`src/rtl/reg_file_bank.sv`:
```
// rtl/reg_file_bank.sv - parametrised register file with byte-enabled write and bulk-clear sweep
//
// Two combinational read ports, one synchronous byte-enabled write port,
// optional hardwired-zero entry 0, and a clear engine that zeroes one entry
// per cycle while Busy is high (writes are refused for the whole sweep).
//
// Optional feature: define REGFILE_BYPASS_EN for same-cycle write-to-read
// forwarding on both read ports.
//
// Ports:
//   clk       clock, all state updates on rising edge
//   rst_n     asynchronous active-low reset
//   A1, A2    read addresses            RD1, RD2  combinational read data
//   A3        write address             WD        write data
//   WBE       write byte enables        We        write request
//   Wr_rdy    write accepted iff We && Wr_rdy (high only when idle)
//   Clr       bulk-clear request        Busy      clear sweep in progress

module reg_file_bank #(
    parameter int DATA_W   = 32,
    parameter int ADDR_W   = 5,
    parameter int ZERO_REG = 1
) (
    input  logic                clk,
    input  logic                rst_n,
    input  logic [ADDR_W-1:0]   A1,
    input  logic [ADDR_W-1:0]   A2,
    output logic [DATA_W-1:0]   RD1,
    output logic [DATA_W-1:0]   RD2,
    input  logic [ADDR_W-1:0]   A3,
    input  logic [DATA_W-1:0]   WD,
    input  logic [DATA_W/8-1:0] WBE,
    input  logic                We,
    output logic                Wr_rdy,
    input  logic                Clr,
    output logic                Busy
);

    localparam int DEPTH = 1 << ADDR_W;
    localparam int NB    = DATA_W / 8;

    typedef enum logic {
        S_IDLE  = 1'b0,
        S_CLEAR = 1'b1
    } state_t;

    state_t              r_state;
    logic [ADDR_W-1:0]   r_cnt;
    logic                r_busy;
    logic                r_wr_rdy;
    logic [DATA_W-1:0]   r_mem [DEPTH];

    logic                w_wr_en;
    logic                w_wr_zero_hit;
    logic [DATA_W-1:0]   w_rd1;
    logic [DATA_W-1:0]   w_rd2;

    // Writes aimed at the hardwired-zero entry are silently dropped.
    assign w_wr_zero_hit = (ZERO_REG != 0) && (A3 == '0);
    assign w_wr_en       = We && r_wr_rdy && !w_wr_zero_hit;

    // Busy and Wr_rdy are kept as registered copies of the state so the
    // outputs come straight from flops.
    always_ff @(posedge clk or negedge rst_n) begin
        if (!rst_n) begin
            r_state  <= S_IDLE;
            r_cnt    <= '0;
            r_busy   <= 1'b0;
            r_wr_rdy <= 1'b1;
            for (int i = 0; i < DEPTH; i++) begin
                r_mem[i] <= '0;
            end
        end else begin
            case (r_state)
                S_IDLE: begin
                    // A write and a clear request on the same edge both take
                    // effect; the sweep will zero the written entry later.
                    if (w_wr_en) begin
                        for (int b = 0; b < NB; b++) begin
                            if (WBE[b]) begin
                                r_mem[A3][8*b +: 8] <= WD[8*b +: 8];
                            end
                        end
                    end
                    if (Clr) begin
                        r_state  <= S_CLEAR;
                        r_cnt    <= '0;
                        r_busy   <= 1'b1;
                        r_wr_rdy <= 1'b0;
                    end
                end
                S_CLEAR: begin
                    r_mem[r_cnt] <= '0;
                    // Counter wraps naturally back to 0 on the last entry.
                    r_cnt        <= r_cnt + 1'b1;
                    if (r_cnt == ADDR_W'(DEPTH - 1)) begin
                        r_state  <= S_IDLE;
                        r_busy   <= 1'b0;
                        r_wr_rdy <= 1'b1;
                    end
                end
                default: begin
                    r_state  <= S_IDLE;
                    r_busy   <= 1'b0;
                    r_wr_rdy <= 1'b1;
                end
            endcase
        end
    end

    always_comb begin
        w_rd1 = r_mem[A1];
`ifdef REGFILE_BYPASS_EN
        if (We && r_wr_rdy && (A1 == A3)) begin
            for (int b = 0; b < NB; b++) begin
                if (WBE[b]) begin
                    w_rd1[8*b +: 8] = WD[8*b +: 8];
                end
            end
        end
`endif
        // Zero override last, so forwarding can never leak into entry 0.
        if ((ZERO_REG != 0) && (A1 == '0)) begin
            w_rd1 = '0;
        end
    end

    always_comb begin
        w_rd2 = r_mem[A2];
`ifdef REGFILE_BYPASS_EN
        if (We && r_wr_rdy && (A2 == A3)) begin
            for (int b = 0; b < NB; b++) begin
                if (WBE[b]) begin
                    w_rd2[8*b +: 8] = WD[8*b +: 8];
                end
            end
        end
`endif
        if ((ZERO_REG != 0) && (A2 == '0)) begin
            w_rd2 = '0;
        end
    end

    assign RD1    = w_rd1;
    assign RD2    = w_rd2;
    assign Busy   = r_busy;
    assign Wr_rdy = r_wr_rdy;

endmodule
```
`config.mk`:
```
export PLATFORM = sky130hd
export DESIGN_NAME = reg_file_bank
export DESIGN_NICKNAME = d
export VERILOG_FILES = /design/src/rtl/reg_file_bank.sv
export SDC_FILE = /design/constraint.sdc
export NUM_CORES = 2
export LEC_CHECK = 0
export CORE_ASPECT_RATIO = 1.75
export CORE_MARGIN = 1.5
export CORE_UTILIZATION = 39
export DETAILED_ROUTE_END_ITERATION = 7
export GPL_TIMING_DRIVEN = 0
export PLACE_DENSITY = 0.59
export SLEW_MARGIN = 25
export SYNTH_ARGS = -nofsm -noshare
export SYNTH_HDL_FRONTEND = slang
export SYNTH_SLANG_ARGS = --single-unit
```
`constraint.sdc`:
```
create_clock -name clk -period 3.6 [get_ports clk]
set_input_delay 1.08 -clock clk [delete_from_list [all_inputs] [get_ports clk]]
set_output_delay 1.08 -clock clk [all_outputs]
set_load 0.02 [all_outputs]
```
## Word-level counts from Yosys, hierarchy flattened

Index checks and enable logic that the tools add are counted.

| operators by class | value |
|---|---|
| add/subtract/negate cells | 1 |
| magnitude comparators | 6 |
| equal/unequal tests | 4 |
| muxes and demuxes | 45 |
| bitwise logic cells | 7 |
| reduce and logical (&&, ||, !) cells | 9 |

Operator list:

| kind | count |
|---|---|
| 2-to-1 mux 1024 bit | 11 |
| bitwise mux 1024 bit | 4 |
| case mux 1024 bit (2 select lines) | 1 |
| bitwise AND 1024 bit | 1 |
| NOT 1024 bit | 1 |
| demux 32 bit (select 5 bit) | 5 |
| binary-select mux 32 bit (select 5 bit) | 2 |
| 2-to-1 mux 32 bit | 8 |
| greater-or-equal comparator 6 bit (second input constant) | 4 |
| 2-to-1 mux 24 bit | 1 |
| NOT 5 -> 6 bit | 4 |
| 2-to-1 mux 16 bit | 1 |
| zero test 5 bit | 3 |
| less-than comparator 6 x 1 -> 1 bit (second input constant) | 2 |
| case mux 5 bit (2 select lines) | 1 |
| 2-to-1 mux 8 bit | 1 |
| 2-to-1 mux 1 bit | 6 |
| case mux 1 bit (2 select lines) | 3 |
| adder 5 x 1 -> 5 bit (second input constant) | 1 |
| equality test 5 bit (second input constant) | 1 |
| 2-to-1 mux 5 bit | 1 |
| logical AND 1 bit | 4 |
| inequality test 2 bit (second input constant) | 2 |
| inequality test 2 x 1 -> 1 bit (second input constant) | 1 |
| other kinds (3) | 3 |

| word-level totals | value |
|---|---|
| bits in registers | 1032 |
| input bits | 55 |
| output and inout bits | 66 |

## Logic depth before layout (Yosys ltp)

| depth | value |
|---|---|
| depth after elaboration | 21 |
| gate-level depth with buffers | 7 |

## Worst setup path before layout

No wires, ideal clock.

| path | value |
|---|---|
| path kind | input port to output port |
| start | in A1[0] |
| end | out RD1[6] |
| arrival | 2.681 ns |
| path slack | -0.161 ns |
| cell stages on the path | 7 |
| buffers on the path | 3 |
| cell sequence | buf_4 buf_6 and2b_4 buf_6 a221oi_1 o21ai_0 a311oi_1 |

| between the ends | value |
|---|---|
| cells in the longest elaborated chain, start to end | 5 |
| elaborated cells between the ends (all ways) | 6 |
| classes of those cells | 4 x mux; 1 x bitwise; 1 x reduce/logical |

Ends and longest elaborated chain:

| element | line | source |
|---|---|---|
| start: declaration | 26 | `input logic [ADDR_W-1:0] A1,` |
| NOT 5 -> 6 bit (not written as such) | 112 | `w_rd1 = r_mem[A1];` |
| binary-select mux 32 bit (select 5 bit) | 112 |  |
| 2-to-1 mux 32 bit (not written as such) (2 in series) | 112 |  |
| 2-to-1 mux 32 bit (*) | 123 | `if ((ZERO_REG != 0) && (A1 == '0)) begin` |
| end: declaration | 28 | `output logic [DATA_W-1:0] RD1,` |

Mark *: on every way between the ends. The rest lies on a longest branch, timed or not. The select of a mux whose other input is x is not followed.

## Final worst setup path

| path | value |
|---|---|
| start | in A2[0] |
| end | out RD2[8] |

| between the ends | value |
|---|---|
| cells in the longest elaborated chain, start to end | 5 |
| elaborated cells between the ends (all ways) | 6 |
| classes of those cells | 4 x mux; 1 x bitwise; 1 x reduce/logical |

Ends and longest elaborated chain:

| element | line | source |
|---|---|---|
| start: declaration | 27 | `input logic [ADDR_W-1:0] A2,` |
| NOT 5 -> 6 bit (not written as such) | 129 | `w_rd2 = r_mem[A2];` |
| binary-select mux 32 bit (select 5 bit) | 129 |  |
| 2-to-1 mux 32 bit (not written as such) (2 in series) | 129 |  |
| 2-to-1 mux 32 bit (*) | 139 | `if ((ZERO_REG != 0) && (A2 == '0)) begin` |
| end: declaration | 29 | `output logic [DATA_W-1:0] RD2,` |

Marked as above.

==> run_results.csv <==
group,metric,value,unit
die,die_height,505,um
drt,wl_per_cell,47.4,um
logic_synthesis,async_flop_share,100,%
power,pwr-share-comb,25.3,%
timing,worst_slew_pin_slew,1.27,ns
clocking,clk_latency,0.76,ns
timing,fin_tns_setup,-31.50,ns
timing,final-setup-viol-count,111,
clocking,cts_max_path_buffers,3,
logic_synthesis,ys_seq_area_share,46.0,%
timing,rsz0062_at_grt,"yes",
power,switching_share,36.3,%
placement,gp_routability_congestion,1.08,
timing,finalHoldViolCount,0,
die,coreArea,0.143,mm2
timing,drv_slew,0,
global_route,grt_pass1_vias,48100,
power,intPower,0.0199,W
worst_setup_path,critPathBufInv,6,
timing,fin_crit_sh,117,%
worst_setup_path,startpoint_type,"primary input",
drt,num_vias,48500,
outcome,violations,"setup timing",
worst_setup_path,cpLargestDelayFamily,"buffers and inverters",
global_route,grt_pass1_wl,418,mm
job,maxCapViolCount,0,
placement,portBuffers,112,
logic_synthesis,synth_top_area_cell,"dfrtp_1",
clocking,cts_max_level,3,
final_layout,final_layout_size_suffix_gt1_share,36.2,%
timing,setup_slack,-0.599,ns
placement,hpwl,232,mm
placement,detailed_place.area,0.0605,mm2
outcome,status,"finished, violations left",
power,p_sw,0.0113,W
die,num_rows,184,
drt,top_layer,"met5",
drt,dr_wl_met3,28.2,mm
logic_synthesis,synth_top_area_share,45.9,%
logic_synthesis,ys_warn_count,0,
power,power_density,443,mW/mm2
drt,wl_met2,142,mm
timing,relSlewSlack,14.8,%
drt,postRouteAntennaNets,0,
power,pwr-share-seq,38.3,%
power,ir_drop,0.000367,V
final_layout,fin_nets,4685,
timing,hold_slack,0.215,ns
power,finalPower,0.0312,W
die,io_pins,121,
worst_setup_path,cp-end-kind,"primary output",
logic_synthesis,synth_cell_types,67,
worst_setup_path,cp_slowest_cell,"a311oi_4",
drt,drt-total-wl,312,mm
logic_synthesis,synthCells,4246,
die,start_util,39.2,%
drt,first_pass_iters,6,
global_route,grtUsageTotal,42.0,%
power,clockPowerShare,36.5,%
drt,drc,0,
logic_synthesis,synth_ff_type,"dfrtp_1",
worst_setup_path,crit_type,"in2out",
logic_synthesis,synthTopCellsByArea,"dfrtp_1 (46%), mux4_2 (18%), o2bb2ai_1 (13%), mux2i_1 (2.3%), o21ai_0 (2.3%)",
timing,clock_skew,0.0264,ns
clocking,clkSinkCount,1032,
global_route,antenna_found_initial,9,
worst_setup_path,crit_chain,"buf_16, buf_12, buf_12, or4_4, clkbuf_16, buf_6, o21ai_2, a311oi_4, buf_6",
clocking,path_clk_slew,0.06,ns
final_layout,fillCellCount,12400,
worst_setup_path,cp_max_fo,9,
logic_synthesis,synth_edf_count,0,
clocking,cts_tree,"done",
timing,fmax,238,MHz
worst_setup_path,crit_path_max_incr_delay,0.56,ns
power,p_leak,27.5,nW
logic_synthesis,syn-mean-instance-area,13.2,um2
clocking,numCtsBuffers,98,
die,die-area,0.146,mm2
drt,wl_met1,102,mm
die,die_w,290,um
global_route,grt_max_degree,134,
worst_setup_path,cp.arrival,3.12,ns
placement,post-place-ws,-2.97,ns
timing,period_minus_slack,4.20,ns
worst_setup_path,cp_data_required_time,2.52,ns
logic_synthesis,ys_seq_elements,1032,
worst_hold_path,worstHoldPathType,"in2async",
final_layout,final_area,0.0705,mm2
drt,drt_iter0_drc,6596,
final_layout,area_growth_syn_to_layout,25.4,%
global_route,overflow,0,
drt,vias_per_cell,7.37,
clocking,cts-root-buf,"clkbuf_16",
logic_synthesis,synth_area,0.0562,mm2
logic_synthesis,syn_nets,4306,
[timing repair]
action                                  in CTS  in global routing
buffers inserted                            65                 81
endpoints found under the setup margin      64                 64
gates cloned                                 7                 10
hold buffers                                 0                  0
pin swaps                                   83                100
gates resized for setup                   1064                296
[metrics by stage]
step	util (%)	instances
after global placement	41.9	6218
after floorplan	-	4246
after detailed placement	42.2	6231
final	49.1	6578
after global routing	49.1	6569
after CTS	47.4	6482
[sequential cells by signal, summed over array words and instances, names as in the netlist]
| name | cells |
|---|---|
| Busy | 1 |
| Wr_rdy | 1 |
| r_mem | 1024 |
| r_cnt | 5 |
| r_state | 1 |
[final timing paths]
check	startpoint	end	slack, ns	cells after the start
hold / removal	rst_n	r_mem[292]	0.21	1
min in group clk	r_mem[550]	r_mem[550]	0.51	1
setup / recovery	A2[0]	RD2[8]	-0.60	9
max in group asynchronous	rst_n	r_mem[574]	1.64	3
hold reg to reg	r_mem[550]	r_mem[550]	0.51	1
setup reg to reg	Wr_rdy	r_mem[550]	0.38	6
[cell families (layout without fill, tap and decap cells)]
group / count (synthesis) / after routing / synth area share, %
AOI/OAI and AO/OA: 1671 / 1671 / 22.8
DFF: 1032 / 1032 / 46.0
muxes: 640 / 640 / 21.5
and+or+nand+nor: 479 / 479 / 5.51
buffers and inverters: 417 / 878 / 4.07
adders and majority gates: 5 / 5 / 0.111
xor gates and xnor gates: 2 / 2 / 0.0312
other: 0 / 11 / 0
[cells in the final DEF (no fill, tap or decap), types with 32 or more instances in the layout]
master           instances
dfrtp_1               1031
mux2i_1                127
nand2_2                 46
and2_1                  32
o21ai_4                 39
o21ai_0                226
o2bb2ai_1              864
mux2_2                  57
buf_16                  46
a211oi_4                34
a311oi_4                38
o21ai_2                119
clkbuf_16              120
o21ai_1                110
nor2b_1                 48
clkbuf_1               165
a22oi_1                 34
buf_12                  90
buf_6                  104
clkdlybuf4s50_1         45
nand2_1                156
buf_4                  136
buf_2                   39
mux4_2                 448
[cell type report]
cell class | instances | area (um2) | share of cell area [%]
Multi-Input combinational cell | 2797 | 31200 | 44.3
Sequential cell | 1032 | 25800 | 36.6
Buffer | 403 | 4200 | 5.96
Timing Repair Buffer | 285 | 3460 | 4.91
Clock buffer | 135 | 2790 | 3.96
Tap cell | 1860 | 2330 | 3.30
Clock inverter | 47 | 582 | 0.826
Inverter | 8 | 30.0 | 0.0426
Antenna cell | 11 | 27.5 | 0.0391
[synth_stat cells (all sizes together), types with 17 or more instances]
cell and number:
nand2 213, dfrtp 1031, a311oi 64, clkbuf 199, mux4 448, and2 34, o21ai 494, nor2b 67
nor4 56, mux2i 128, o2111ai 17, a211oi 64, buf 210, a22oi 64, mux2 64, a221oi 47
o2bb2ai 864, nor2 40
[routing by layer]
metal,vias up,global-route usage (%)
met3,1303,9.84
met4,2,43.0
met1,25300,46.6
met5,-,0
met2,3658,64.9
li1,18200,-
[power groups by stage]
stage | combinational (W) | clock, W | sequential (W)
6_report | 0.00790 | 0.0114 | 0.0119
5_1_grt | 0.00784 | 0.0118 | 0.0119
4_1_cts | 0.00728 | 0.0113 | 0.0119
3_5_place_dp | 0.00677 | 0 | 0.0121
3_3_place_gp | 0.00661 | 0 | 0.0122
2_1_floorplan | 0.00312 | 0 | 0.0121
Power figures use the tool's default switching activity.
